**src/rtl/divider_pkg.sv**
```systemverilog
// Shared definitions for the restoring divider: FSM state encoding and
// the width helper for the iteration counter.
package divider_pkg;

   typedef enum logic [2:0] {
      SLEEP      = 3'd0,
      LOAD_DATA  = 3'd1,
      SHIFT      = 3'd2,
      SUBTRACT   = 3'd3,
      RESTORE    = 3'd4,
      CHECK_ZERO = 3'd5,
      READY      = 3'd6
   } state_t;

   // The counter must hold the value WIDTH itself, hence WIDTH+1.
   function automatic int cnt_width(input int w);
      return $clog2(w + 1);
   endfunction

endpackage

```
**src/rtl/divider_controller.sv**
```systemverilog
// Sequencing FSM for the restoring divider. Datapath strobes are registered
// from the next state, so each one is high during the state it names.
module divider_controller
   import divider_pkg::*;
(
   input  logic   Clock,
   input  logic   Reset,
   input  logic   Start,
   input  logic   A_Neg,
   input  logic   Zero,
   input  logic   Div0,
   output logic   Load_regs,
   output logic   Shift_regs,
   output logic   Sub_regs,
   output logic   Restore_regs,
   output logic   Check_regs,
   output logic   Add_back,
   output logic   Decr_P,
   output logic   Ready,
   output logic   Busy,
   output state_t State
);

   state_t state;
   state_t next_state;

   always_comb begin
      next_state = SLEEP;
      case (state)
         SLEEP:      next_state = Start ? LOAD_DATA : SLEEP;
         LOAD_DATA:  next_state = Div0 ? READY : SHIFT;
         SHIFT:      next_state = SUBTRACT;
         SUBTRACT:   next_state = RESTORE;
         RESTORE:    next_state = CHECK_ZERO;
         CHECK_ZERO: next_state = Zero ? READY : SHIFT;
         READY:      next_state = SLEEP;
         default:    next_state = SLEEP;
      endcase
   end

   always_ff @(posedge Clock) begin
      if (!Reset) begin
         state        <= SLEEP;
         Load_regs    <= 1'b0;
         Shift_regs   <= 1'b0;
         Sub_regs     <= 1'b0;
         Restore_regs <= 1'b0;
         Check_regs   <= 1'b0;
         Decr_P       <= 1'b0;
         Ready        <= 1'b0;
         Busy         <= 1'b0;
      end else begin
         state        <= next_state;
         Load_regs    <= (next_state == LOAD_DATA);
         Shift_regs   <= (next_state == SHIFT);
         Sub_regs     <= (next_state == SUBTRACT);
         Restore_regs <= (next_state == RESTORE);
         Check_regs   <= (next_state == CHECK_ZERO);
         Decr_P       <= (next_state == RESTORE);
         Ready        <= (next_state == READY);
         Busy         <= (next_state != SLEEP) && (next_state != READY);
      end
   end

   // The sign of the trial subtraction is only known inside RESTORE.
   assign Add_back = Restore_regs & A_Neg;
   assign State    = state;

endmodule

```
**src/rtl/restoring_divider.sv**
```systemverilog
// Sequential unsigned restoring divider: one quotient bit per
// shift/subtract/restore/check round, WIDTH rounds per operation.
module restoring_divider
   import divider_pkg::*;
#(
   parameter int WIDTH = 8
) (
   input  logic             Clock,
   input  logic             Reset,
   input  logic             Start,
   input  logic [WIDTH-1:0] Dividend,
   input  logic [WIDTH-1:0] Divisor,
   output logic [WIDTH-1:0] Quotient,
   output logic [WIDTH-1:0] Remainder,
   output logic             Ready,
   output logic             Busy,
   output logic             Div_By_Zero
);

   localparam int PW = cnt_width(WIDTH);

   logic [WIDTH:0]   a;
   logic [WIDTH-1:0] q;
   logic [WIDTH-1:0] m;
   logic [PW-1:0]    p;

   logic   load_regs, shift_regs, sub_regs, restore_regs, check_regs;
   logic   add_back, decr_p;
   logic   zero, div0;
   state_t state;

   assign zero = (p == '0);
   assign div0 = (Divisor == '0);

   divider_controller u_ctrl (
      .Clock        (Clock),
      .Reset        (Reset),
      .Start        (Start),
      .A_Neg        (a[WIDTH]),
      .Zero         (zero),
      .Div0         (div0),
      .Load_regs    (load_regs),
      .Shift_regs   (shift_regs),
      .Sub_regs     (sub_regs),
      .Restore_regs (restore_regs),
      .Check_regs   (check_regs),
      .Add_back     (add_back),
      .Decr_P       (decr_p),
      .Ready        (Ready),
      .Busy         (Busy),
      .State        (state)
   );

   always_ff @(posedge Clock) begin
      if (!Reset) begin
         a           <= '0;
         q           <= '0;
         m           <= '0;
         p           <= '0;
         Quotient    <= '0;
         Remainder   <= '0;
         Div_By_Zero <= 1'b0;
      end else begin
         if (load_regs) begin
            a <= '0;
            q <= Dividend;
            m <= Divisor;
            p <= PW'(WIDTH);
            if (div0) begin
               Quotient    <= '1;
               Remainder   <= Dividend;
               Div_By_Zero <= 1'b1;
            end else begin
               Div_By_Zero <= 1'b0;
            end
         end
         if (shift_regs)
            {a, q} <= {a[WIDTH-1:0], q, 1'b0};
         if (sub_regs)
            a <= a - {1'b0, m};
         // A negative trial difference means the divisor did not fit: undo it.
         if (restore_regs) begin
            if (add_back)
               a <= a + {1'b0, m};
            q[0] <= ~add_back;
         end
         if (decr_p)
            p <= p - PW'(1);
         if (check_regs && zero) begin
            Quotient  <= q;
            Remainder <= a[WIDTH-1:0];
         end
      end
   end

   // Current state is visible to checkers through u_ctrl.State.
   logic unused_state;
   assign unused_state = ^state;

endmodule

```
**config.mk**
```make
export PLATFORM = sky130hd
export DESIGN_NAME = restoring_divider
export DESIGN_NICKNAME = d
export VERILOG_FILES = /design/src/rtl/divider_pkg.sv /design/src/rtl/divider_controller.sv /design/src/rtl/restoring_divider.sv
export SDC_FILE = /design/constraint.sdc
export NUM_CORES = 1
export LEC_CHECK = 0
export ABC_AREA = 1
export CAP_MARGIN = 30
export CORE_MARGIN = 2
export CORE_UTILIZATION = 45
export CTS_BUF_LIST = sky130_fd_sc_hd__clkbuf_4 sky130_fd_sc_hd__clkbuf_8
export CTS_CLUSTER_DIAMETER = 40
export DETAILED_ROUTE_END_ITERATION = 10
export GPL_TIMING_DRIVEN = 0
export PLACE_DENSITY = 0.67
export SKIP_CTS_REPAIR_TIMING = 1
export SLEW_MARGIN = 30
export SYNTH_ARGS = -nofsm -noshare
export SYNTH_HDL_FRONTEND = slang
export SYNTH_SLANG_ARGS = --single-unit
```
**constraint.sdc**
```tcl
create_clock -name Clock -period 4.4 [get_ports Clock]
set_input_delay 1.32 -clock Clock [delete_from_list [all_inputs] [get_ports Clock]]
set_output_delay 1.32 -clock Clock [all_outputs]
set_load 0.01 [all_outputs]
```
# Word-level counts from Yosys, hierarchy flattened
# Cells that the tools add are included.
dict set report op_classes {
  n_reduce_logical 12
  n_addsub 3
  muxes 21
  eq_ne 12
  n_bitwise 2
}
# op count
set op_table {}
lappend op_table {{$mux 8} 8}
lappend op_table {{$mux 9} 5}
lappend op_table {{$pmux 3 s6} 1}
lappend op_table {{$eq 3x3->1 const B} 5}
lappend op_table {{$eq 3x2->1 const B} 4}
lappend op_table {{$add 9x8->9} 1}
lappend op_table {{$sub 9x8->9} 1}
lappend op_table {{$logic_not 8->1} 1}
lappend op_table {{$mux 4} 2}
lappend op_table {{$reduce_bool 2->1} 4}
lappend op_table {{$eq 3x1->1 const B} 2}
lappend op_table {{$mux 3} 2}
lappend op_table {{$reduce_bool 3->1} 2}
lappend op_table {{$logic_not 4->1} 1}
lappend op_table {{$sub 4x1->4 const B} 1}
lappend op_table {{$logic_not 3->1} 1}
lappend op_table {{$mux 1} 3}
lappend op_table {{$ne 3x3->1 const B} 1}
lappend op_table {{$logic_and 1x1->1} 2}
lappend op_table {{$reduce_and 2->1} 1}
lappend op_table {{$and 1x1->1} 1}
lappend op_table {{$not 1->1} 1}
dict set report word_totals {
  out_inout_bits 19
  wordCells 66
  register_bits 56
  in_bits 19
}

# Longest topological paths before layout
# Gate-level depths: netlist of run 1.
dict set report depth {
  ltp_word 5
  mapped_depth 12
  depth_no_buf 12
}

# Cells and area by module
# A second synthesis of run 1 with hierarchy kept.
dict set report hier_totals {
  hier_cells 442
  hier_area_um2 3155.5
}
# mod area_per_inst_um2 cells_each seq_area_each_um2 instances
set by_module_without_submodules {}
lappend by_module_without_submodules {restoring_divider 2796.4 395 920.9 1}
lappend by_module_without_submodules {divider_controller 359.1 47 200.2 1}

# Worst setup path after synthesis of run 1
# OpenSTA, ideal clock, no wires.
dict set report synth_path {
  kind {input port to flip-flop}
  from {input port Divisor[6]}
  to {register Remainder[4]}
  path_stages 8
  path_slack_ns 2.266
  arrival_time_ns 2.060
  setup_time_ns 0.074
  path_buffers 1
  t_required_ns 4.326
  cell_sequence {nor2_1 -> nand2_1 -> nor2_1 -> nand2_1 -> nand2_4 -> buf_6 -> o21ai_1 -> a31oi_1}
}
dict set report synth_via {
  elab_chain_cells 3
}
# item line
set synth_lines {}
lappend synth_lines {{start: declaration} restoring_divider.sv:12} ;# input logic [WIDTH-1:0] Divisor,
lappend synth_lines {{$logic_not 8->1} restoring_divider.sv:33} ;# assign div0 = (Divisor == '0);
lappend synth_lines {{$reduce_bool 2->1 (no source line)} n/a}
lappend synth_lines {{$reduce_and 2->1 (no source line)} n/a}
lappend synth_lines {{end signal: assignment} restoring_divider.sv:71} ;# Remainder <= Dividend;
lappend synth_lines {{end signal: assignment} restoring_divider.sv:91} ;# Remainder <= a[WIDTH-1:0];
lappend synth_lines {{end: declaration} restoring_divider.sv:14} ;# output logic [WIDTH-1:0] Remainder,
# Every way passes these cells.
# A chain may end at the register's enable or synchronous reset.

# Worst setup path in the final report of run 1
dict set report layout_path {
  from {input port Reset}
  to {register Quotient[4]}
}
# item line
set layout_lines {}
lappend layout_lines {{start: declaration} restoring_divider.sv:9} ;# input logic Reset,
lappend layout_lines {{end signal: assignment} restoring_divider.sv:90} ;# Quotient <= q;
lappend layout_lines {{end: declaration} restoring_divider.sv:13} ;# output logic [WIDTH-1:0] Quotient,
# No word-level cell between the ends.

==> out/metrics.cfg, run 1 <==
[layout]
final-seq-area_um2 = 1120
area_growth_pct = 18.5
nets = 500
multi_input_area_um2 = 1590
diodes = 0
layout-drive-gt1-share_pct = 5.18
fill_cells = 640

[outcome]
failed_checks = DRC
status = finished with violations

[worst_hold_path]
hold_path.class = flop to flop
hold_path_end = p[0]$_SDFFE_PN0P_
hold_depth = 2
hold_path_startpoint = p[0]$_SDFFE_PN0P_

[clocking]
cts_tree = built
clk_latency_ns = 0.31
clkTransAtPathRegs_ns = 0.10
cts_root_buffer = clkbuf_8
cts_max_level = 2
cts.sinks = 56
cts_buffers = 5
clockBufferDepth = 2

[die]
initial_core_util_pct = 46.9
die_x_um = 85.8
std_cell_rows = 29
num_io_pins = 38
die-height_um = 85.8
die_area_um2 = 7360
core_um2 = 6420

[route]
via_per_inst = 5.37
drt_iter0_markers = 239
route.detailed.drc = 3
firstDrtPassIters = 8
vias = 2900
drt_wl_total_um = 7720
routedWlPerCell_um = 14.3
ant_nets = 0

[placed_design]
gp_congestion = 0.872
port_buffers = 37
hpwl_um = 5950

[sta]
rsz0062_at_grt = no
slew_viol_final = 0
max_freq_mhz = 365
hold_violations = 0
fin_setup_tns_ns = 0
finClkSkew_ns = 0.0162
finalCritPeriodShare_pct = 62.2
setup_viol = 0
period_needed_ns = 2.74
tightest_slew_ns = 0.595
relSlewSlack_pct = 60.3

[worst_setup_path]
cp_top_family = buffers and inverters
critPathBufInv = 4
cp_max_fo = 10
required_ns = 4.65
reg2reg_from = a[1]$_SDFF_PN0_
cp_cell_sequence = clkdlybuf4s50_1 > clkbuf_1 > clkbuf_1 > o221ai_1 > inv_1
r2r_end = a[8]$_SDFF_PN0_
cp.arrival_ns = 2.99
worstSetupEndpointType = flop
reg2reg_setup_slack_ns = 2.44
cpMaxStageDelayCell = clkdlybuf4s50_1
crit_top_cell = clkbuf_1
crit_type = input port to flop
critPathLaunchType = input port
r2r_cells = 9
slowest_delay_ns = 0.53

[global_routing]
first_global_vias = 2555
grt_start_max_net_pins = 19
grt_pass1_wl_um = 12700
met2_usage_pct = 35.4
track_usage_pct = 21.8
overflow = 0
gr-usage-met1_pct = 31.5
busiest_layer = met2
grtUsageMet3_pct = 2.79
antenna_found_initial = 0

[yosys]
ys_seq_area_share_pct = 37.2
syn_inst = 418
ys_seq_elements = 56
syn_area_um2 = 3010
synth_nets = 456
ys_warn_count = 0
synth_area_per_cell_um2 = 7.20
yosysUniqueCellTypes = 35

[job]
drv_cap = 0

[pwr]
total_power_mw = 1.14
p_per_area_nw_per_um2 = 319
p_leak_nw = 1.60
vdd_drop_max_uv = 184

==> report_power, final <==
part	total, mW	switching [mW]	internal, mW
Clock	0.297	0.182	0.115
Sequential	0.573	0.0317	0.542
Combinational	0.267	0.162	0.105
==> worst max path at each step <==
stage	startpoint	end	slack [ns]	cells after the start
floorplan	Divisor[6]	Remainder[4]$_SDFFE_PN0P_	2.27	8
global placement	Reset	Quotient[4]$_SDFFE_PN0P_	1.37	5
detailed placement	Reset	Quotient[4]$_SDFFE_PN0P_	1.36	5
CTS	Reset	Quotient[4]$_SDFFE_PN0P_	1.68	5
global route	Reset	Quotient[6]$_SDFFE_PN0P_	1.56	5
finish	Reset	Quotient[4]$_SDFFE_PN0P_	1.66	5
==> metal layers <==
layer / share of wire (%) / vias up
met5: 0 / -
met4: 0.27 / 0
met3: 4.0 / 2
met2: 47 / 61
met1: 49 / 1347
li1: - / 1490
==> synthesized netlist by cell type (all sizes together) <==
cell     n  area share, %
a211oi   3           0.75
a21o     2           0.50
a21oi   31            5.2
a22oi    4            1.0
a311o    1           0.33
a31oi    9            1.9
buf     11            2.2
clkbuf   8            1.0
clkinv   1           0.12
dfxtp   56             37
fa       2            1.3
ha      17            7.1
inv     54            6.7
nand2   80             10
nand3   26            4.3
nand3b   2           0.50
nand4    3           0.62
nor2    42            5.5
nor3    14            2.3
nor3b    1           0.42
o211ai   2           0.50
o21ai   29            4.8
o221ai  13            3.8
o22ai    2           0.42
o31ai    1           0.25
or2      2           0.42
xnor2    1           0.29
xor2     1           0.29
==> layout by cell type (no fill, tap or decap), types with 2 or more instances in the layout <==
master,netlist,final
buf_2,8,8
a211oi_1,3,3
o21ai_0,25,25
nand3_1,26,26
nand3b_1,2,2
ha_1,17,17
o22ai_1,2,2
nor2_1,41,41
nand4_1,3,3
o21ai_1,4,4
buf_4,2,2
a21oi_1,31,31
clkbuf_8,0,5
clkdlybuf4s50_1,0,37
nand2_1,78,78
dfxtp_1,56,56
a22oi_1,4,4
inv_1,54,54
clkbuf_1,8,8
o211ai_1,2,2
a21o_1,2,2
o221ai_1,13,13
fa_1,2,2
a31oi_1,9,9
nor3_1,14,14
==> area by class of cell <==
type | instances | area share [%]
Multi-Input combinational cell | 288 | 44.5
Buffer | 19 | 2.70
Inverter | 55 | 5.78
Timing Repair Buffer | 37 | 10.4
Clock inverter | 3 | 0.631
Sequential cell | 56 | 31.4
Clock buffer | 5 | 1.93
Tap cell | 77 | 2.70
==> stage by stage <==
stage               instance area, µm²  utilization (%)  setup WS, ns  cells  hold slack [ns]
global route                      3570             55.6          1.56    540            0.505
CTS                               3570             55.6          1.68    540            0.472
detailed placement                3480             54.2          1.36    532            0.457
finish                            3570             55.6          1.66    540            0.466
floorplan                         3010                -          2.27    418            0.439
global placement                  3480             54.2          1.37    532            0.451
==> worst reg2reg max path: stages (launching register included) <==
cell,delay [ns]
dfxtp_1,0.51
inv_1,0.13
fa_1,0.47
nand3b_1,0.18
nand2_1,0.14
nand2_1,0.09
nand2_1,0.09
nand2_1,0.05
a21oi_1,0.13
a21oi_1,0.06
==> cell families after synthesis <==
logic type / after synthesis / synth area share [%]
fa+ha+maj: 19 / 8.39
buf+inv: 74 / 10.1
simple gates: 170 / 24.4
compound gates: 97 / 19.4
flops: 56 / 37.2
xor+xnor: 2 / 0.582
==> sequential cells by signal, summed over array words and instances, names as in the netlist, 3 cells and up <==
register	count
a	9
Quotient	8
Remainder	8
m	8
q	8
p	4
u_ctrl.State	3
No activity file was read; power rests on OpenSTA's default activity.
==> run 2: changes to the inputs <==
Settings changed: PLACE_DENSITY 0.67 to 0.7.
Clock period 4.4 ns to 2.37 ns, I/O delays scaled along.
==> out/metrics.cfg, run 2 (synthesis gave the netlist of run 1 again) <==
[clocking]
cts_buffers = 5
clockBufferDepth = 2
cts_tree = built
cts_max_level = 2
clkTransAtPathRegs_ns = 0.11
cts.sinks = 56
clk_latency_ns = 0.32
cts_root_buffer = clkbuf_8

[sta]
setup_viol = 0
relSlewSlack_pct = 59.1
finalCritPeriodShare_pct = 88.4
tightest_slew_ns = 0.614
finClkSkew_ns = 0.0109
slew_viol_final = 0
period_needed_ns = 2.10
max_freq_mhz = 477
fin_setup_tns_ns = 0
rsz0062_at_grt = no
hold_violations = 0

[die]
die-height_um = 85.8
core_um2 = 6420
num_io_pins = 38
std_cell_rows = 29
die_area_um2 = 7360
initial_core_util_pct = 46.9
die_x_um = 85.8

[route]
firstDrtPassIters = 7
vias = 2942
drt_wl_total_um = 7930
via_per_inst = 5.45
drt_iter0_markers = 202
routedWlPerCell_um = 14.7
route.detailed.drc = 0
ant_nets = 0

[layout]
nets = 500
layout_commonest_cell = nand2_1
largest-register = a
layout-drive-gt1-share_pct = 5.18
area_growth_pct = 18.6
largest_reg_flops = 9
fin_cells = 540
diodes = 0
final_cell_mix = nand2_1 (78), dfxtp_1 (56), inv_1 (54)

[placed_design]
hpwl_um = 6080
gp_congestion = 0.908
dp.cells = 532
port_buffers = 37

[pwr]
p_seq_share_pct = 50.1
power.internal_mw = 1.42
p_per_area_nw_per_um2 = 595
p_clk_share_pct = 26.5
p_leak_nw = 1.60
power_switching_uw = 709
switching_share_pct = 33.4
vdd_drop_max_uv = 294
power_frac_comb_pct = 23.4

[job]
drv_cap = 0

[worst_hold_path]
hold_path.class = flop to flop

[worst_setup_path]
cp_max_fo = 10
worstSetupEndpointType = flop
cp.arrival_ns = 2.36
critPathLaunchType = input port
cp_top_family = buffers and inverters
slowest_delay_ns = 0.53
crit_top_cell = clkbuf_1
critPathBufInv = 4
cp_cell_sequence = clkdlybuf4s50_1 > clkbuf_1 > clkbuf_1 > o221ai_1 > inv_1
cpMaxStageDelayCell = clkdlybuf4s50_1
crit_type = input port to flop
required_ns = 2.64

[global_routing]
overflow = 0
first_global_vias = 2670
antenna_found_initial = 0
grt_start_max_net_pins = 20
grt_pass1_wl_um = 13000
track_usage_pct = 22.3

[outcome]
status = finished, final reports clean

## run 2: worst paths after layout
check | from | to | slack, ns | cells after the start
max | Reset | Quotient[4]$_SDFFE_PN0P_ | 0.27 | 5
min | p[0]$_SDFFE_PN0P_ | p[0]$_SDFFE_PN0P_ | 0.47 | 2
max reg2reg | a[1]$_SDFF_PN0_ | a[6]$_SDFF_PN0_ | 0.43 | 10
min reg2reg | p[0]$_SDFFE_PN0P_ | p[0]$_SDFFE_PN0P_ | 0.47 | 2
## run 2: tightest hold or removal path, cell delays in order (launching register included)
cell and delay [ns]:
dfxtp_1 0.33, nand2_1 0.06, a21oi_1 0.05
## run 2: power by group through the flow
stage | registers (mW) | clock network, mW | logic, mW
6_report | 1.06 | 0.563 | 0.498
2_1_floorplan | 1.07 | 0 | 0.346
4_1_cts | 1.06 | 0.581 | 0.494
3_3_place_gp | 1.08 | 0 | 0.483
5_1_grt | 1.07 | 0.601 | 0.564
3_5_place_dp | 1.09 | 0 | 0.493
## run 2: layout make-up
type                    count  area [µm²]
fillers                   631        2850
multi-input cells         288        1590
flip-flops and latches     56        1120
repair buffers             37         370
inverters                  55         206
plain buffers              19        96.3
well taps                  77        96.3
clock buffers               5        68.8
clock inverters             3        25.0
## run 2: metal layers
layer / routed length, µm / global-route usage, % / vias up
li1: - / - / 1490
met1: 3740 / 30.9 / 1366
met2: 3660 / 35.7 / 75
met3: 360 / 3.27 / 11
met4: 166 / 7.36 / 0
met5: 0 / 0 / -
## run 2: metrics by stage
step | worst slack (ns) | cell area [µm²] | utilization, % | total power, mW | hold slack (ns)
2_1_floorplan | 0.736 | 3010 | - | 1.42 | 0.439
3_3_place_gp | -0.0338 | 3480 | 54.2 | 1.57 | 0.453
3_5_place_dp | -0.0528 | 3480 | 54.2 | 1.58 | 0.461
4_1_cts | 0.273 | 3570 | 55.6 | 2.14 | 0.478
5_1_grt | 0.169 | 3570 | 55.6 | 2.24 | 0.496
6_report | 0.274 | 3570 | 55.6 | 2.13 | 0.471
==> run 3: changes to the inputs <==
Settings changed: REMOVE_ABC_BUFFERS set to 1.
==> out/metrics.cfg, run 3 (synthesis gave the netlist of run 1 again) <==
[worst_setup_path]
cp_max_fo = 40
worstSetupEndpointType = flop
r2r_end = a[8]$_SDFF_PN0_
required_ns = 2.60
r2r_cells = 9
critPathLaunch = Reset
cp.arrival_ns = 2.37
reg2reg_from = a[1]$_SDFF_PN0_
reg2reg_setup_slack_ns = 0.42
crit_type = input port to flop
critPathLaunchType = input port

[global_routing]
antenna_found_initial = 0
overflow = 0
first_global_vias = 2651
grt_pass1_wl_um = 11900
track_usage_pct = 20.0
grt_start_max_net_pins = 41

[die]
initial_core_util_pct = 46.9
die_area_um2 = 7360
num_io_pins = 38
die-height_um = 85.8
std_cell_rows = 29
core_um2 = 6420
die_x_um = 85.8

[placed_design]
port_buffers = 37
hpwl_um = 5030
gp_congestion = 0.887
place_area_um2 = 3380

[route]
routedWlPerCell_um = 13.7
met2_length_um = 3210
vias = 2855
via_per_inst = 5.48
drt_wl_total_um = 7110
route.detailed.drc = 4
drt-met1-wl_um = 3490
highest_layer = met4
firstDrtPassIters = 10
drt_iter0_markers = 165
ant_nets = 0
met3_wirelength_um = 310

[clocking]
clockBufferDepth = 2
clkTransAtPathRegs_ns = 0.11
clk_latency_ns = 0.32
cts.sinks = 56
cts_root_buffer = clkbuf_8
cts_max_level = 2
cts_tree = built
cts_buffers = 5

[sta]
finClkSkew_ns = 0.00661
slew_viol_final = 0
period_needed_ns = 2.13
tightest_slew_ns = 0.714
finalCritPeriodShare_pct = 90.1
fin_setup_tns_ns = 0
hold_violations = 0
holdWs_ns = 0.476
max_freq_mhz = 468
relSlewSlack_pct = 52.4
rsz0062_at_grt = no
setup_viol = 0

[layout]
area_growth_pct = 15.3
largest-register = a
fill_cells = 624
nets = 481
final_cell_mix = nand2_1 (78), dfxtp_1 (56), inv_1 (54)
layout-drive-gt1-share_pct = 3.38
final_area_um2 = 3470
diodes = 0
layout_commonest_cell = nand2_1
largest_reg_flops = 9

[job]
drv_cap = 0

[worst_hold_path]
hold_path_startpoint = Div_By_Zero$_SDFFE_PN0P_
hold_depth = 2
hold_path_end = Div_By_Zero$_SDFFE_PN0P_
hold_path.class = flop to flop

[pwr]
p_per_area_nw_per_um2 = 599
p_leak_nw = 1.55
vdd_drop_max_uv = 380

[outcome]
failed_checks = DRC
status = finished with violations

run 3: cell types whose count changed in the layout (fill, tap and decap cells not counted):
| cell | delta |
|---|---|
| buf_2 | -7 |
| buf_4 | -2 |
| buf_6 | -1 |
| clkinv_4 | +1 |
| inv_6 | -1 |
| clkdlybuf4s50_1 | -1 |
| clkinv_1 | -1 |
| clkinv_2 | +1 |
| clkbuf_1 | -8 |
run 3: worst max-delay path, cell delays in order:
cell	delay (ns)
buf_2	0.55
clkinvlp_4	0.55
nor2_1	0.29
o221ai_1	0.15
o31ai_1	0.09
run 3: layout make-up:
class                           count  area (µm²)  share of cell area [%]
Multi-Input combinational cell    288        1590                    45.7
Timing Repair Buffer               37         365                    10.5
Inverter                           55         210                    6.05
Sequential cell                    56        1120                    32.3
Tap cell                           77        96.3                    2.77
Clock buffer                        5        68.8                    1.98
Clock inverter                      3        22.5                   0.649
run 3: per-stage QoR:
| step | std cells | setup slack, ns | util (%) | power, mW |
|---|---|---|---|---|
| 4_1_cts | 521 | 0.0599 | 54.0 | 2.09 |
| 3_5_place_dp | 513 | -0.249 | 52.6 | 1.55 |
| 5_1_grt | 521 | 0.0287 | 54.1 | 2.20 |
| 6_report | 521 | 0.235 | 54.1 | 2.08 |
| 2_1_floorplan | 399 | 0.736 | - | 1.40 |
| 3_3_place_gp | 513 | -1.46 | 52.7 | 1.54 |
run 3: layer usage:
metal / up-vias / track usage, %
met1: 1318 / 27.1
met3: 11 / 3.08
met5: - / 0
li1: 1453 / -
met2: 73 / 32.5
met4: 0 / 6.93
run 3: how the worst max path moves through the flow:
stage | end | slack [ns] | cells after the start
3_5_place_dp | a[1]$_SDFF_PN0_ | -0.25 | 5
4_1_cts | a[8]$_SDFF_PN0_ | 0.06 | 5
2_1_floorplan | a[8]$_SDFF_PN0_ | 0.74 | 9
3_3_place_gp | a[1]$_SDFF_PN0_ | -1.46 | 5
5_1_grt | a[1]$_SDFF_PN0_ | 0.03 | 5
6_report | a[1]$_SDFF_PN0_ | 0.24 | 5
run 3: power breakdown:
part	switching (mW)	leakage, nW	internal (mW)
sequential	0.0646	0.456	1.01
clock	0.337	0.0485	0.213
combinational	0.278	1.04	0.183
